### config.mk
export PLATFORM = sky130hd
export DESIGN_NAME = agen_stage
export DESIGN_NICKNAME = d
export VERILOG_FILES = /design/src/rtl/agen_stage.sv
export SDC_FILE = /design/constraint.sdc
export NUM_CORES = 1
export LEC_CHECK = 0
export ABC_AREA = 1
export BUFFER_PORTS_ARGS = -buffer_cell sky130_fd_sc_hd__buf_2
export CAP_MARGIN = 30
export CORE_UTILIZATION = 53
export CTS_CLUSTER_SIZE = 30
export DETAILED_ROUTE_END_ITERATION = 8
export PLACE_DENSITY_LB_ADDON = 0.2
export REMOVE_ABC_BUFFERS = 1
export SYNTH_ARGS = -nofsm -noshare
export SYNTH_HDL_FRONTEND = slang
export SYNTH_SLANG_ARGS = --single-unit
### constraint.sdc
create_clock -name clk -period 1.75 [get_ports clk]
set_input_delay 0.2625 -clock clk [delete_from_list [all_inputs] [get_ports clk]]
set_output_delay 0.2625 -clock clk [all_outputs]
set_load 0.01 [all_outputs]
### src/rtl/agen_stage.sv
// LC-3b address-generation stage: selects and extends the opcode's offset field, adds it to the
// PC or base register, and passes the result downstream through a registered output and a skid slot.
module agen_stage #(
  parameter int unsigned CHECK_ALIGN = 1
) (
  input  logic        clk,
  input  logic        reset,
  input  logic        in_flush,
  input  logic        in_valid,
  output logic        in_ready,
  input  logic [15:0] in_ir,
  input  logic [15:0] in_pc,
  input  logic [15:0] in_base,
  output logic        out_valid,
  input  logic        out_ready,
  output logic [15:0] out_addr,
  output logic [3:0]  out_kind,
  output logic        out_misaligned,
  output logic [15:0] out_ir
);

  localparam logic [3:0] KNone = 4'd0;
  localparam logic [3:0] KLdb  = 4'd1;
  localparam logic [3:0] KStb  = 4'd2;
  localparam logic [3:0] KLdw  = 4'd3;
  localparam logic [3:0] KStw  = 4'd4;
  localparam logic [3:0] KLdi  = 4'd5;
  localparam logic [3:0] KSti  = 4'd6;
  localparam logic [3:0] KLea  = 4'd7;
  localparam logic [3:0] KBr   = 4'd8;
  localparam logic [3:0] KJsr  = 4'd9;
  localparam logic [3:0] KJmp  = 4'd10;
  localparam logic [3:0] KTrap = 4'd11;

  typedef struct packed {
    logic [15:0] addr;
    logic [3:0]  kind;
    logic        mis;
    logic [15:0] ir;
  } entry_t;

  logic [15:0] off9, off11, off6, off6s, trapv;
  logic [15:0] calc_addr;
  logic [3:0]  calc_kind;
  logic        align_chk;
  entry_t      calc;

  assign off9  = {{6{in_ir[8]}}, in_ir[8:0], 1'b0};
  assign off11 = {{4{in_ir[10]}}, in_ir[10:0], 1'b0};
  assign off6  = {{10{in_ir[5]}}, in_ir[5:0]};
  assign off6s = {{9{in_ir[5]}}, in_ir[5:0], 1'b0};
  assign trapv = {7'd0, in_ir[7:0], 1'b0};

  always_comb begin
    calc_addr = 16'h0000;
    calc_kind = KNone;
    align_chk = 1'b0;
    unique case (in_ir[15:12])
      4'b0000: begin calc_addr = in_pc + off9;  calc_kind = KBr;  end
      4'b1110: begin calc_addr = in_pc + off9;  calc_kind = KLea; end
      4'b0100: begin
        calc_kind = KJsr;
        if (in_ir[11]) begin
          calc_addr = in_pc + off11;
        end else begin
          calc_addr = in_base;
          align_chk = 1'b1;
        end
      end
      4'b1100: begin calc_addr = in_base;         calc_kind = KJmp; align_chk = 1'b1; end
      4'b0010: begin calc_addr = in_base + off6;  calc_kind = KLdb; end
      4'b0011: begin calc_addr = in_base + off6;  calc_kind = KStb; end
      4'b0110: begin calc_addr = in_base + off6s; calc_kind = KLdw; align_chk = 1'b1; end
      4'b0111: begin calc_addr = in_base + off6s; calc_kind = KStw; align_chk = 1'b1; end
      4'b1010: begin calc_addr = in_base + off6s; calc_kind = KLdi; align_chk = 1'b1; end
      4'b1011: begin calc_addr = in_base + off6s; calc_kind = KSti; align_chk = 1'b1; end
      4'b1111: begin calc_addr = trapv;           calc_kind = KTrap; end
      default: begin calc_addr = 16'h0000;        calc_kind = KNone; end
    endcase
  end

  assign calc.addr = calc_addr;
  assign calc.kind = calc_kind;
  assign calc.mis  = (CHECK_ALIGN != 0) && align_chk && calc_addr[0];
  assign calc.ir   = in_ir;

  entry_t out_q, skid_q;
  logic   out_valid_q, skid_valid_q;
  logic   accept, fire;

  assign in_ready = ~skid_valid_q;
  assign accept   = in_valid & in_ready;
  assign fire     = out_valid_q & out_ready;

  always_ff @(posedge clk) begin
    if (reset) begin
      out_valid_q  <= 1'b0;
      skid_valid_q <= 1'b0;
      out_q        <= '0;
      skid_q       <= '0;
    end else if (in_flush) begin
      out_valid_q  <= 1'b0;
      skid_valid_q <= 1'b0;
    end else if (fire) begin
      // A full skid implies in_ready was low, so no accept can collide with the drain.
      if (skid_valid_q) begin
        out_q        <= skid_q;
        skid_valid_q <= 1'b0;
      end else if (accept) begin
        out_q <= calc;
      end else begin
        out_valid_q <= 1'b0;
      end
    end else if (!out_valid_q) begin
      if (accept) begin
        out_q       <= calc;
        out_valid_q <= 1'b1;
      end
    end else if (accept) begin
      skid_q       <= calc;
      skid_valid_q <= 1'b1;
    end
  end

  assign out_valid      = out_valid_q;
  assign out_addr       = out_q.addr;
  assign out_kind       = out_q.kind;
  assign out_misaligned = out_q.mis;
  assign out_ir         = out_q.ir;

endmodule

# After elaboration in Yosys (flattened, before gate mapping)
# Cells that the tools add are included.
dict set report op_classes {
  n_shift 0
  n_bitwise 5
  magnitude_cmp 0
  n_eq_ne 13
  muxes 14
  n_addsub 4
  n_div 0
  multipliers 0
  reduce_logical 12
}
# op n
set op_table {}
lappend op_table {{37-bit 2-to-1 mux} 4}
lappend op_table {{16-bit case mux with 6 select lines} 1}
lappend op_table {{16-bit adder} 4}
lappend op_table {{4-bit case mux with 11 select lines} 1}
lappend op_table {{4-bit equality test, second input constant} 5}
lappend op_table {{16-bit 2-to-1 mux} 1}
lappend op_table {{4-bit by 3-bit equality test with 1-bit output, second input constant} 3}
lappend op_table {{4-bit by 2-bit equality test with 1-bit output, second input constant} 2}
lappend op_table {{1-bit 2-to-1 mux} 6}
lappend op_table {{2-bit AND reduction} 3}
lappend op_table {{2-bit OR reduction} 3}
lappend op_table {{5-bit OR reduction} 1}
lappend op_table {{4-bit logical NOT} 1}
lappend op_table {{2-bit inequality test, second input constant} 2}
lappend op_table {{4-bit AND reduction} 1}
lappend op_table {{4-bit OR reduction} 1}
lappend op_table {{1-bit NOT} 3}
lappend op_table {{3-bit OR reduction} 1}
lappend op_table {{1-bit bitwise AND} 2}
lappend op_table {{2-bit by 1-bit inequality test with 1-bit output, second input constant} 1}
lappend op_table {{1-bit case mux with 2 select lines} 1}
lappend op_table {{1-bit logical AND} 1}
dict set report word_totals {
  inputBits 53
  memories 0
  ram_bits 0
  rom_bits 0
  register_bits 76
  out_inout_bits 39
  latch_bits 0
}

# Logic depth before layout (Yosys ltp)
dict set report logic_depth {
  word_depth 7
  mapped_depth 15
}

# Worst setup path after synthesis
# Ideal clock, no wire load.
dict set report synth_path {
  kind {input to register}
  startpoint {input port in_ir[0]}
  endpoint {register out_q (netlist bit out_addr[7])}
  t_arrival_ps 1797
  setup_ps 126
  required_time_ps 1624
  path_buffers 0
  slack_ps -173
  path_stages 11
  cell_sequence {ha_1 > fa_1 > nand2_1 > nand3_2 > or2_2 > nand3_1 > nand3_1 > nor2_1 > nand2_1 > o21bai_2 > a21oi_2}
}
dict set report synth_via {
  elab_chain_cells 6
}
# item line_no
set synth_rtl {}
lappend synth_rtl {{from (decl)} 11} ;# input logic [15:0] in_ir,
lappend synth_rtl {{16-bit adder} 64} ;# calc_addr = in_pc + off11;
lappend synth_rtl {{16-bit 2-to-1 mux} 63} ;# if (in_ir[11]) begin
lappend synth_rtl {{16-bit case mux with 6 select lines (*)} 58} ;# unique case (in_ir[15:12])
lappend synth_rtl {{37-bit 2-to-1 mux (*)} {109, 115}}
lappend synth_rtl {{37-bit 2-to-1 mux, on equally long branches} {114, 106}}
lappend synth_rtl {{37-bit 2-to-1 mux (*)} 104} ;# end else if (fire) begin
lappend synth_rtl {{to (signal assigned)} 107} ;# out_q <= skid_q;
lappend synth_rtl {{to (signal assigned)} 110} ;# out_q <= calc;
lappend synth_rtl {{to (signal assigned)} 116} ;# out_q <= calc;
lappend synth_rtl {{to (decl)} 87} ;# entry_t out_q, skid_q;
# Every way passes the cells marked *; elsewhere a longest branch is shown, timed or not. The select of a mux whose other input is x is not followed.
# A chain may end at the register's enable or synchronous reset.

# Worst setup path after layout
dict set report layout_path {
  startpoint {input port in_base[1]}
  endpoint {register out_q (netlist bit out_addr[3])}
}
dict set report layout_via {
  elab_chain_cells 5
}
# item line_no
set layout_rtl {}
lappend layout_rtl {{from (decl)} 13} ;# input logic [15:0] in_base,
lappend layout_rtl {{16-bit adder, on equally long branches} n/a}
lappend layout_rtl {{16-bit case mux with 6 select lines (*)} 58}
lappend layout_rtl {{37-bit 2-to-1 mux (*)} {109, 115}}
lappend layout_rtl {{37-bit 2-to-1 mux, on equally long branches} {114, 106}}
lappend layout_rtl {{37-bit 2-to-1 mux (*)} 104}
# Marked as above.

==> key figures <==
Logic synthesis
  • Distinct cell type count of the synthesized netlist: 49
  • Share of flip-flops with an asynchronous set or reset after synthesis: 0%
  • Proportion of synthesized area in mux cells: 0%
  • Dominant register cell in the synthesized netlist: sky130_fd_sc_hd__dfxtp_1
  • Largest family of logic cells by synthesized area: simple AND/OR/NAND/NOR gates
  • Complex-gate fraction of the synthesized area: 22.79%
  • Register bit count reported by yosys: 76
  • Synthesized area divided by synthesized cell count: between 6 and 7 um^2
  • Sequential-to-total area share from yosys stat: 24.10%
  • Synth warn: 0
  • Cell Area, Synth: between 6000 and 7000 um^2
  • Number of synthesized flops with an enable pin: 0
  • Post-synthesis simple-gate area fraction: 32.84%
  • Adder-Cell Fraction of Synth Area: 8.680%
  • Synth Area in XOR/XNOR: 0.9711%
  • Number of instances in the synthesized netlist: just over 1000

Finish
  • Final cell count without fillers: 1393
  • Share of layout cells above drive strength 1: around 40%
  • Cell area after layout: 9420 um^2
  • Post-synthesis to final-layout area growth: 49.21%
  • Core Util, Final: approximately four fifths
  • Net total in the final layout: 1340
  • Antenna diode instance count: 0

Drt
  • Initial DRT Pass Iterations: 8
  • Drt drc: 12
  • Average routed wire per standard cell: 17.66 um
  • Detailed router's first-iteration violation count: 853
  • Total length of routed wires: 24600 um
  • ANT nets after route: 0
  • DR vias: 8200
  • Vias/cell: 5.887

Critical path
  • Highest-delay cell along the critical path: sky130_fd_sc_hd__fa_2
  • Startpoint of the worst-slack reg-to-reg timing path: out_valid
  • RR Endpoint: skid_q[4]
  • Critical path class: in -> reg
  • Maximum net fanout on the critical path: 3
  • Crit start category: primary input
  • Cell breakdown of the critical path: buf_4 > ha_4 > inv_2 > fa_2 > inv_2 > buf_6 > or2_4 > nand3_2 > o21ai_1 > a21oi_1 > o211ai_1 > o22ai_1 > a21oi_1
  • Worst Reg-to-Reg Cells: 8
  • Delay of the slowest cell on the worst path: ~250 ps
  • Setup slack of the most critical reg-to-reg path: 150 ps
  • Data required, critical path: approximately 2000 ps
  • Setup crit end kind: flop
  • Data arrival time at the worst-slack endpoint: 1990 ps

Placement
  • Final GP Congestion: 0.9554
  • Placed Instances: 1368
  • Instance area after placement: approximately 8000 um^2
  • HPWL reported at the end of detailed placement: 16430 um
  • Port-buffer cells: 91

STA
  • Rel. slew slack: 62.35%
  • RSZ-0062 raised after global routing: true
  • Number of max-slew violations in the final report: 0
  • Share of the cycle needed by the critical path after routing: 101.8%
  • Min Tclk post-route: 1782 ps
  • Tightest hold margin: 201.5 ps
  • Final Hold Violating Endpoints: 0
  • Actual transition at the worst max-transition pin: about 560 ps
  • Smallest setup slack after layout: -32.22 ps
  • Setup clock skew after layout: 4.812 ps
  • Peak Freq: between 500 and 600 MHz
  • Number of setup violations in the final report: 2

Clock network
  • H-tree lvl count: 3
  • Buffer depth of the longest clock path: 2
  • TritonCTS Buffers: 9
  • Total clock sinks: 76
  • TritonCTS clock tree: yes
  • CTS Root Buffer Type: sky130_fd_sc_hd__clkbuf_16
  • Hold buffers post-CTS: 0
  • Clock Latency Late Sink: 340 ps
  • Clock-pin slew on the worst setup and hold paths: 60 ps

Job
  • MaxCap Viol Count: 0

Power
  • Power density of the placed cells: about 680 nW/um^2
  • Static leakage: 4.622 nW
  • Peak supply drop: 838.6 uV
  • Post-layout power: 6.405 mW

Floorplan
  • Core region area: 11520 um^2
  • Height of the die: 111.1 um
  • Die ar.: between 10000 and 15000 um^2
  • Initial Util: a little over half
  • Boundary Pins: a little over 90
  • Standard-cell row count: 39
  • Die width: 111.1 um

Worst hold path
  • Worst Hold Path Cells: 3
  • Hold-critical path endpoint: skid_valid_q
  • Worst hold start: in_valid
  • Hold crit path type: in -> reg

Global routing
  • First-pass GRT wire length: 35620 um
  • Leftover overflow at the end of global routing: 0
  • Number of antenna violations at the first check in global routing: 0
  • Via count of the first global-routing pass: around 7500
  • Total routing usage reported by global routing: 36.09%
  • Maximum number of pins on one net before global-route repair: 61

Outcome
  • Result of the run: complete, but fails checks
  • Violated checks: design-rule violations, negative setup slack
==> flip-flops by register name, summed over array words and instances, names as in the netlist <==
name,count
skid_q,37
out_addr,16
out_ir,16
out_kind,4
out_misaligned,1
out_valid,1
skid_valid_q,1
==> metal layers <==
layer  track usage, %  share of wire (%)  wire [um]
met1            43.97                 39       9505
met2            60.55                 47      11560
met3            7.709                9.3       2288
met4            17.12                5.1       1252
met5                0                  0          0
==> per-stage QoR <==
stage                     setup WS [ps]  setup TNS [ps]
final                            -32.22          -50.93
after global routing             -158.4           -1022
after CTS                        -24.94          -53.23
after detailed placement         -533.8          -10920
after global placement           -510.3          -10120
after floorplan                   -1355          -80820
==> layout make-up <==
cell class	count	area [um^2]
multi-input combinational	777	5052
fill	744	2096
timing repair buffer	244	1813
sequential	76	1521
inverter	137	519.2
clock buffer	11	252.7
tap	143	178.9
clock inverter	5	82.58
==> cells by family after synthesis <==
family / count (synthesis)
AOI/OAI and AO/OA: 249
xor gates and xnor gates: 7
adders and majority gates: 42
buffers and inverters: 170
DFF: 76
and+or+nand+nor: 479
==> Yosys cell counts, types with 3 or more instances <==
| library cell | count | share of area (%) |
|---|---|---|
| sky130_fd_sc_hd__nand4_1 | 9 | 0.89 |
| sky130_fd_sc_hd__xnor2_1 | 3 | 0.42 |
| sky130_fd_sc_hd__nand2_1 | 258 | 15 |
| sky130_fd_sc_hd__a22oi_1 | 3 | 0.36 |
| sky130_fd_sc_hd__o21bai_1 | 3 | 0.36 |
| sky130_fd_sc_hd__inv_2 | 18 | 1.1 |
| sky130_fd_sc_hd__or2_2 | 5 | 0.50 |
| sky130_fd_sc_hd__ha_1 | 39 | 7.7 |
| sky130_fd_sc_hd__fa_1 | 3 | 0.95 |
| sky130_fd_sc_hd__xor2_1 | 4 | 0.55 |
| sky130_fd_sc_hd__nand3b_1 | 3 | 0.36 |
| sky130_fd_sc_hd__nor2_1 | 90 | 5.4 |
| sky130_fd_sc_hd__o22ai_1 | 13 | 1.3 |
| sky130_fd_sc_hd__nand3_2 | 4 | 0.63 |
| sky130_fd_sc_hd__o21ai_0 | 87 | 6.9 |
| sky130_fd_sc_hd__buf_2 | 8 | 0.63 |
| sky130_fd_sc_hd__nor3_2 | 3 | 0.48 |
| sky130_fd_sc_hd__o221a_2 | 6 | 1.1 |
| sky130_fd_sc_hd__nor2_2 | 8 | 0.79 |
| sky130_fd_sc_hd__clkbuf_1 | 18 | 1.1 |
| sky130_fd_sc_hd__a31oi_1 | 4 | 0.40 |
| sky130_fd_sc_hd__a21oi_1 | 91 | 7.2 |
| sky130_fd_sc_hd__o211ai_1 | 11 | 1.3 |
| sky130_fd_sc_hd__o21ai_1 | 13 | 1.0 |
| sky130_fd_sc_hd__nand2_2 | 7 | 0.69 |
| sky130_fd_sc_hd__and2_1 | 5 | 0.50 |
| sky130_fd_sc_hd__nand3_1 | 81 | 6.4 |
| sky130_fd_sc_hd__inv_1 | 118 | 7.0 |
| sky130_fd_sc_hd__dfxtp_1 | 76 | 24 |
| sky130_fd_sc_hd__a21oi_2 | 5 | 0.69 |
==> layout by cell type (no fill, tap or decap), drive strengths merged <==
cell type / count
nand2: 267
buf: 242
inv: 138
o21ai: 102
nor2: 100
a21oi: 96
nand3: 85
dfxtp: 76
ha: 39
o22ai: 13
clkbuf: 13
o211ai: 11
nand4: 9
o221a: 6
or2: 6
and2: 5
a31oi: 4
xor2: 4
a22oi: 4
o21bai: 4
nor3: 4
nand3b: 3
fa: 3
xnor2: 3
a211oi: 3
o21a: 2
a221oi: 2
bufinv: 2
clkinv: 2
a21o: 1
o2111ai: 1
==> worst max-delay path, delay by kind of cell <==
family | cells | cell delay [ps]
compound gates | 5 | 630
fa+ha+maj | 2 | 410
buf+inv | 4 | 390
simple gates | 2 | 280
==> worst max path at each step <==
stage / startpoint / to / slack, ps / depth (start not counted)
2_1_floorplan: skid_valid_q / skid_q[19] / -1360 / 6
3_3_place_gp: in_ir[0] / out_addr[5] / -510 / 10
3_5_place_dp: in_ir[5] / out_addr[15] / -530 / 15
4_1_cts: in_ir[8] / out_addr[11] / -20 / 15
5_1_grt: in_ir[1] / out_addr[8] / -160 / 13
6_report: in_base[1] / out_addr[3] / -30 / 13
==> repair_timing <==
action | 4_1_cts | 5_1_grt
pin swaps | 9 | 68
gates cloned | 0 | 1
endpoints found under the setup margin | 21 | 26
buffers inserted | 2 | 8
gates resized for setup | 45 | 189
==> power breakdown <==
| group | internal (mW) | total (mW) | switching (mW) |
|---|---|---|---|
| Clock | 1.33 | 2.11 | 0.773 |
| Sequential | 1.80 | 1.85 | 0.0451 |
| Combinational | 1.07 | 2.45 | 1.38 |
Power figures use the tool's default switching activity.
